**config.mk**
```make
export PLATFORM = sky130hd
export DESIGN_NAME = mult_div_sequencer
export DESIGN_NICKNAME = d
export VERILOG_FILES = /design/src/rtl/mult_div_sequencer.sv
export SDC_FILE = /design/constraint.sdc
export NUM_CORES = 1
export LEC_CHECK = 0
export CORE_ASPECT_RATIO = 0.75
export CORE_UTILIZATION = 25
export CTS_CLUSTER_DIAMETER = 100
export DETAILED_ROUTE_END_ITERATION = 7
export SLEW_MARGIN = 5
export SYNTH_ARGS = -nofsm -noshare
export SYNTH_HDL_FRONTEND = slang
export SYNTH_SLANG_ARGS = --single-unit
```
**constraint.sdc**
```tcl
create_clock -name clock -period 5.3 [get_ports clock]
set_input_delay 1.06 -clock clock [delete_from_list [all_inputs] [get_ports clock]]
set_output_delay 1.06 -clock clock [all_outputs]
set_load 0.05 [all_outputs]
```
**src/rtl/mult_div_sequencer.sv**
```systemverilog
// Iterative signed multiply/divide unit with its own sequencing FSM.
// Shift-add multiply and restoring divide, one bit per cycle, on unsigned
// magnitudes; a single FIX cycle applies the sign correction. Results land
// in hi/lo and are held until the next successful completion or reset.
module mult_div_sequencer #(
    parameter int WIDTH = 32
) (
    input  logic             clock,
    input  logic             reset,
    input  logic             start_mult,
    input  logic             start_div,
    input  logic [WIDTH-1:0] rs_value,
    input  logic [WIDTH-1:0] rt_value,
    output logic             busy,
    output logic             done,
    output logic             div_zero,
    output logic [WIDTH-1:0] hi,
    output logic [WIDTH-1:0] lo
);

    localparam int CNT_W = $clog2(WIDTH);

    localparam logic [2:0] S_IDLE = 3'd0;
    localparam logic [2:0] S_MULT = 3'd1;
    localparam logic [2:0] S_DIV  = 3'd2;
    localparam logic [2:0] S_FIX  = 3'd3;
    localparam logic [2:0] S_DONE = 3'd4;

    // Two's-complement negate of a WIDTH-bit value.
    function automatic logic [WIDTH-1:0] negate_w(input logic [WIDTH-1:0] v);
        negate_w = ~v + WIDTH'(1);
    endfunction

    // Unsigned magnitude; the most negative value maps to 2^(WIDTH-1) exactly.
    function automatic logic [WIDTH-1:0] abs_w(input logic [WIDTH-1:0] v);
        abs_w = v[WIDTH-1] ? negate_w(v) : v;
    endfunction

    logic [2:0]         state_r;
    logic [CNT_W-1:0]   count_r;
    logic [2*WIDTH-1:0] acc_r;      // mult: product:multiplier, div: remainder:quotient
    logic [WIDTH-1:0]   operand_r;  // mult: |multiplicand|, div: |divisor|
    logic               is_div_r;
    logic               neg_rs_r;
    logic               neg_rt_r;
    logic               busy_r;
    logic               done_r;
    logic               div_zero_r;
    logic [WIDTH-1:0]   hi_r;
    logic [WIDTH-1:0]   lo_r;

    logic [WIDTH:0]     mul_sum_s;
    logic [2*WIDTH-1:0] mul_next_s;
    logic [WIDTH:0]     div_shift_s;
    logic [WIDTH+1:0]   div_diff_s;
    logic [2*WIDTH-1:0] div_next_s;
    logic [2*WIDTH-1:0] prod_neg_s;
    logic [WIDTH-1:0]   fix_hi_s;
    logic [WIDTH-1:0]   fix_lo_s;

    // Datapath for one multiply step, one divide step, and the sign fix.
    always_comb begin
        mul_sum_s   = {1'b0, acc_r[2*WIDTH-1:WIDTH]} + {1'b0, operand_r};
        if (acc_r[0]) begin
            mul_next_s = {mul_sum_s, acc_r[WIDTH-1:1]};
        end else begin
            mul_next_s = {1'b0, acc_r[2*WIDTH-1:1]};
        end

        div_shift_s = {acc_r[2*WIDTH-1:WIDTH], acc_r[WIDTH-1]};
        div_diff_s  = {1'b0, div_shift_s} - {2'b00, operand_r};
        if (!div_diff_s[WIDTH+1]) begin
            div_next_s = {div_diff_s[WIDTH-1:0], acc_r[WIDTH-2:0], 1'b1};
        end else begin
            div_next_s = {div_shift_s[WIDTH-1:0], acc_r[WIDTH-2:0], 1'b0};
        end

        prod_neg_s = ~acc_r + (2*WIDTH)'(1);
        if (is_div_r) begin
            // Remainder follows the dividend; quotient truncates toward zero.
            fix_hi_s = neg_rs_r ? negate_w(acc_r[2*WIDTH-1:WIDTH]) : acc_r[2*WIDTH-1:WIDTH];
            fix_lo_s = (neg_rs_r ^ neg_rt_r) ? negate_w(acc_r[WIDTH-1:0]) : acc_r[WIDTH-1:0];
        end else if (neg_rs_r ^ neg_rt_r) begin
            fix_hi_s = prod_neg_s[2*WIDTH-1:WIDTH];
            fix_lo_s = prod_neg_s[WIDTH-1:0];
        end else begin
            fix_hi_s = acc_r[2*WIDTH-1:WIDTH];
            fix_lo_s = acc_r[WIDTH-1:0];
        end
    end

    // Sequencing FSM, work registers and registered outputs.
    always_ff @(posedge clock or negedge reset) begin
        if (!reset) begin
            state_r    <= S_IDLE;
            count_r    <= '0;
            acc_r      <= '0;
            operand_r  <= '0;
            is_div_r   <= 1'b0;
            neg_rs_r   <= 1'b0;
            neg_rt_r   <= 1'b0;
            busy_r     <= 1'b0;
            done_r     <= 1'b0;
            div_zero_r <= 1'b0;
            hi_r       <= '0;
            lo_r       <= '0;
        end else begin
            case (state_r)
                S_IDLE: begin
                    done_r <= 1'b0;
                    if (start_mult || start_div) begin
                        // Multiply wins when both requests arrive together.
                        div_zero_r <= 1'b0;
                        count_r    <= '0;
                        is_div_r   <= !start_mult;
                        neg_rs_r   <= rs_value[WIDTH-1];
                        neg_rt_r   <= rt_value[WIDTH-1];
                        if (start_mult) begin
                            state_r   <= S_MULT;
                            busy_r    <= 1'b1;
                            acc_r     <= {{WIDTH{1'b0}}, abs_w(rt_value)};
                            operand_r <= abs_w(rs_value);
                        end else if (rt_value == '0) begin
                            // Divide by zero completes immediately; hi/lo untouched.
                            state_r    <= S_DONE;
                            busy_r     <= 1'b0;
                            done_r     <= 1'b1;
                            div_zero_r <= 1'b1;
                        end else begin
                            state_r   <= S_DIV;
                            busy_r    <= 1'b1;
                            acc_r     <= {{WIDTH{1'b0}}, abs_w(rs_value)};
                            operand_r <= abs_w(rt_value);
                        end
                    end else begin
                        state_r <= S_IDLE;
                        busy_r  <= 1'b0;
                    end
                end
                S_MULT: begin
                    acc_r   <= mul_next_s;
                    count_r <= count_r + CNT_W'(1);
                    if (count_r == CNT_W'(WIDTH - 1)) begin
                        state_r <= S_FIX;
                    end else begin
                        state_r <= S_MULT;
                    end
                end
                S_DIV: begin
                    acc_r   <= div_next_s;
                    count_r <= count_r + CNT_W'(1);
                    if (count_r == CNT_W'(WIDTH - 1)) begin
                        state_r <= S_FIX;
                    end else begin
                        state_r <= S_DIV;
                    end
                end
                S_FIX: begin
                    hi_r    <= fix_hi_s;
                    lo_r    <= fix_lo_s;
                    state_r <= S_DONE;
                    busy_r  <= 1'b0;
                    done_r  <= 1'b1;
                end
                S_DONE: begin
                    // Starts seen in this cycle are deliberately dropped.
                    done_r  <= 1'b0;
                    busy_r  <= 1'b0;
                    state_r <= S_IDLE;
                end
                default: begin
                    state_r <= S_IDLE;
                    busy_r  <= 1'b0;
                    done_r  <= 1'b0;
                end
            endcase
        end
    end

    assign busy     = busy_r;
    assign done     = done_r;
    assign div_zero = div_zero_r;
    assign hi       = hi_r;
    assign lo       = lo_r;

endmodule

```
==> impl_metrics.ini <==
[power]
leakagePower_nw = 7.11
internal_power_mw = 5.70
ir_drop_mv = 0.370
pwr-share-comb = 0.668
power_density_mw_per_mm2 = 731
p_total_mw = 12.5
p_switching_mw = 6.77
pwr-share-seq = 0.228
power_frac_clock = 0.105
switching_share = 0.543

[flow_run]
drv_cap = 0

[placement]
dp_slack_ps = 958
gp_congestion = 0.939
dp_cells = 2615
place_area_mm2 = 0.0164
port_buffers = 134
dp_hpwl_mm = 41.4

[sta]
setup_viol = 0
maxSlewHeadroom = 0.241
rsz0062_at_grt = false
fin_setup_tns_ps = 0
max_freq_ghz = 0.233
setup_ws_ps = 1000
hold_viol_final = 0
slew_viol_final = 0
worstMarginPinSlew_ps = 1130
skew_ps = 13.2
finalCritPeriodShare = 0.811
fin_crit_ps = 4300
worst_hold_slack_ps = 480

[detailed_routing]
drt-wirelength-per-cell_um = 19.8
vias_per_cell = 5.28
drc = 0
ant_nets = 0
drt_pass1_iterations = 8
vias = 13999
totalWireLength_mm = 52.4
drt_iter0_markers = 1454

[logic_synthesis]
synth_cell_types = 70
ys_ff_latch = 174
syn_area_mm2 = 0.0144
yosysWarnings = 0
synthArstFlopShare = 1.00
syn-num-nets = 1939
synthFlopType = dfrtp_1
ys_seq_area_frac = 0.303
postSynthAreaPerCell_um2 = 7.99
synthCells = 1799
synth_edf_count = 0

[setup_path]
critPathSlowestCell = a2111oi_0
cp-start-kind = flip-flop
worstPathRequired_ps = 5590
critPathMaxStageDelay_ps = 730
cp_top_family = compound AO/OA/AOI/OAI gates
path_cells = ha_1 > inv_1 > fa_1 > nor2b_1 > o21ai_0 > a21oi_1 > o2111ai_1 > a2111oi_0 > o21ai_1 > o21bai_1 > xnor2_1 > o221ai_1
crit_buf_inv = 1
crit_path_end_kind = flip-flop
critical_path_class = flip-flop to flip-flop
crit_fanout = 12
worstPathArrival_ps = 4590

[clock_network]
numCtsBuffers = 17
cts_resized = 0
clk_pin_slew_worst_paths_ps = 80
root_buffer = clkbuf_16
cts_tree = built
clockBufferDepth = 2
cts-htree-levels = 4
cts_setup_buffers = 0
cts.sinks = 174
clock_latency_ps = 460
cts_hold_buf = 0

[layout]
layout_common_cells = nand2_1 (230), o21ai_0 (207), dfrtp_1 (174)
fin_cells = 2649
final_layout_size_suffix_gt1_frac = 0.0549
multiInputGateArea_mm2 = 0.00932
regArea_mm2 = 0.00435
fillers = 5962
layout_commonest_cell = nand2_1
final_area_mm2 = 0.0171
num-nets-final = 2004
area_growth_pct = 18.7
utilization = 0.302

[global_routing]
grt_max_degree = 113
overflow = 0
grtUsageTotal = 0.177
grt_pass1_wl_mm = 79.4
antenna_found_initial = 11
grt_pass1_vias = 12886

[die]
initial_core_util = 0.255
num_rows = 75
die_w_um = 279
die_area_mm2 = 0.0585
die_h_um = 210
io_pins = 135
core_area_mm2 = 0.0564

[worst_hold_path]
hold_class = flip-flop to flip-flop

[status]
status = completed
state kept, by name (all words and copies together) (netlist names):
name       count
state_r        3
neg_rs_r       1
done           1
div_zero       1
neg_rt_r       1
count_r        5
busy           1
is_div_r       1
acc_r         64
hi            32
lo            32
operand_r     32
kinds of logic after synthesis:
family,synth area share
flip-flops,0.303
adder cells (fa/ha/maj),0.0637
multiplexers,0.0403
buffers and inverters,0.0501
AND/OR/NAND/NOR,0.189
XOR/XNOR,0.104
AO/OA/AOI/OAI,0.250
cell type report:
cell class                 count  share of cell area
tap                          770              0.0565
clock inverter                14             0.00976
antenna                        2            0.000294
inverter                      61              0.0134
clock buffer                  18              0.0252
timing repair buffer         162              0.0930
sequential                   174               0.255
multi-input combinational   1448               0.546
power groups by stage:
stage / combinational [mW] / sequential [mW] / clock (mW)
after detailed placement: 8.19 / 2.84 / 0
after global routing: 9.08 / 2.91 / 1.38
final: 8.32 / 2.84 / 1.31
after global placement: 8.13 / 2.81 / 0
after CTS: 8.22 / 2.81 / 1.33
after floorplan: 5.29 / 3.18 / 0
worst paths after layout:
path	depth (start not counted)	to	from	slack (ps)
max reg2reg	12	acc_r[57]$_DFFE_PN0P_	acc_r[32]$_DFFE_PN0P_	1000
max	12	acc_r[57]$_DFFE_PN0P_	acc_r[32]$_DFFE_PN0P_	1000
min reg2reg	2	hi[14]$_DFFE_PN0P_	hi[14]$_DFFE_PN0P_	480
min in group asynchronous	1	hi[12]$_DFFE_PN0P_	reset	640
max in group asynchronous	2	operand_r[24]$_DFFE_PN0P_	reset	3610
min	2	hi[14]$_DFFE_PN0P_	hi[14]$_DFFE_PN0P_	480
cells in the mapped netlist, types with 6 or more instances:
cell      number  area (um^2)
a21o_1        28          210
nor3_1        27          135
a22oi_1        6         45.0
inv_1         60          225
o211ai_1       9         67.6
buf_4          6         45.0
o41ai_1       20          175
dfrtp_1      174         4350
clkbuf_1      90          338
buf_2         14         70.1
nor2_1       152          571
a21oi_1      114          571
a221oi_1      34          298
a211oi_1      37          278
or3_1         16          100
nand2_1      230          863
nand4_1       18          113
a221o_1       11          110
nand2b_1      15         93.8
o21a_1         6         45.0
and3_1        11         68.8
xnor2_1       95          832
mux2_2         6         67.6
nor4_1        17          106
nor2b_1        8         50.1
a31oi_1       10         62.6
or4_1         15          113
nand3_1       31          155
mux2i_1       50          500
o21ai_1        9         45.0
o31ai_1       21          158
or2_2         13         81.3
ha_1          70          876
o21bai_1       8         60.1
o21ai_0      207         1040
xor2_1        75          657
and2_1         6         37.5
o221ai_1      12          105
a222oi_1       9         90.1
tightest hold or removal path: stages (launching register included):
cell and delay (ps):
dfrtp_1 340, nand2_1 50, o21ai_0 60
metal layers:
layer	GRT usage	vias to the layer above	wire length, um
li1	-	6664	-
met2	0.238	640	20400
met3	0.0577	72	5390
met4	0.0457	18	1090
met5	0	-	105
met1	0.264	6605	25400
No activity file was read; power rests on OpenSTA's default activity.
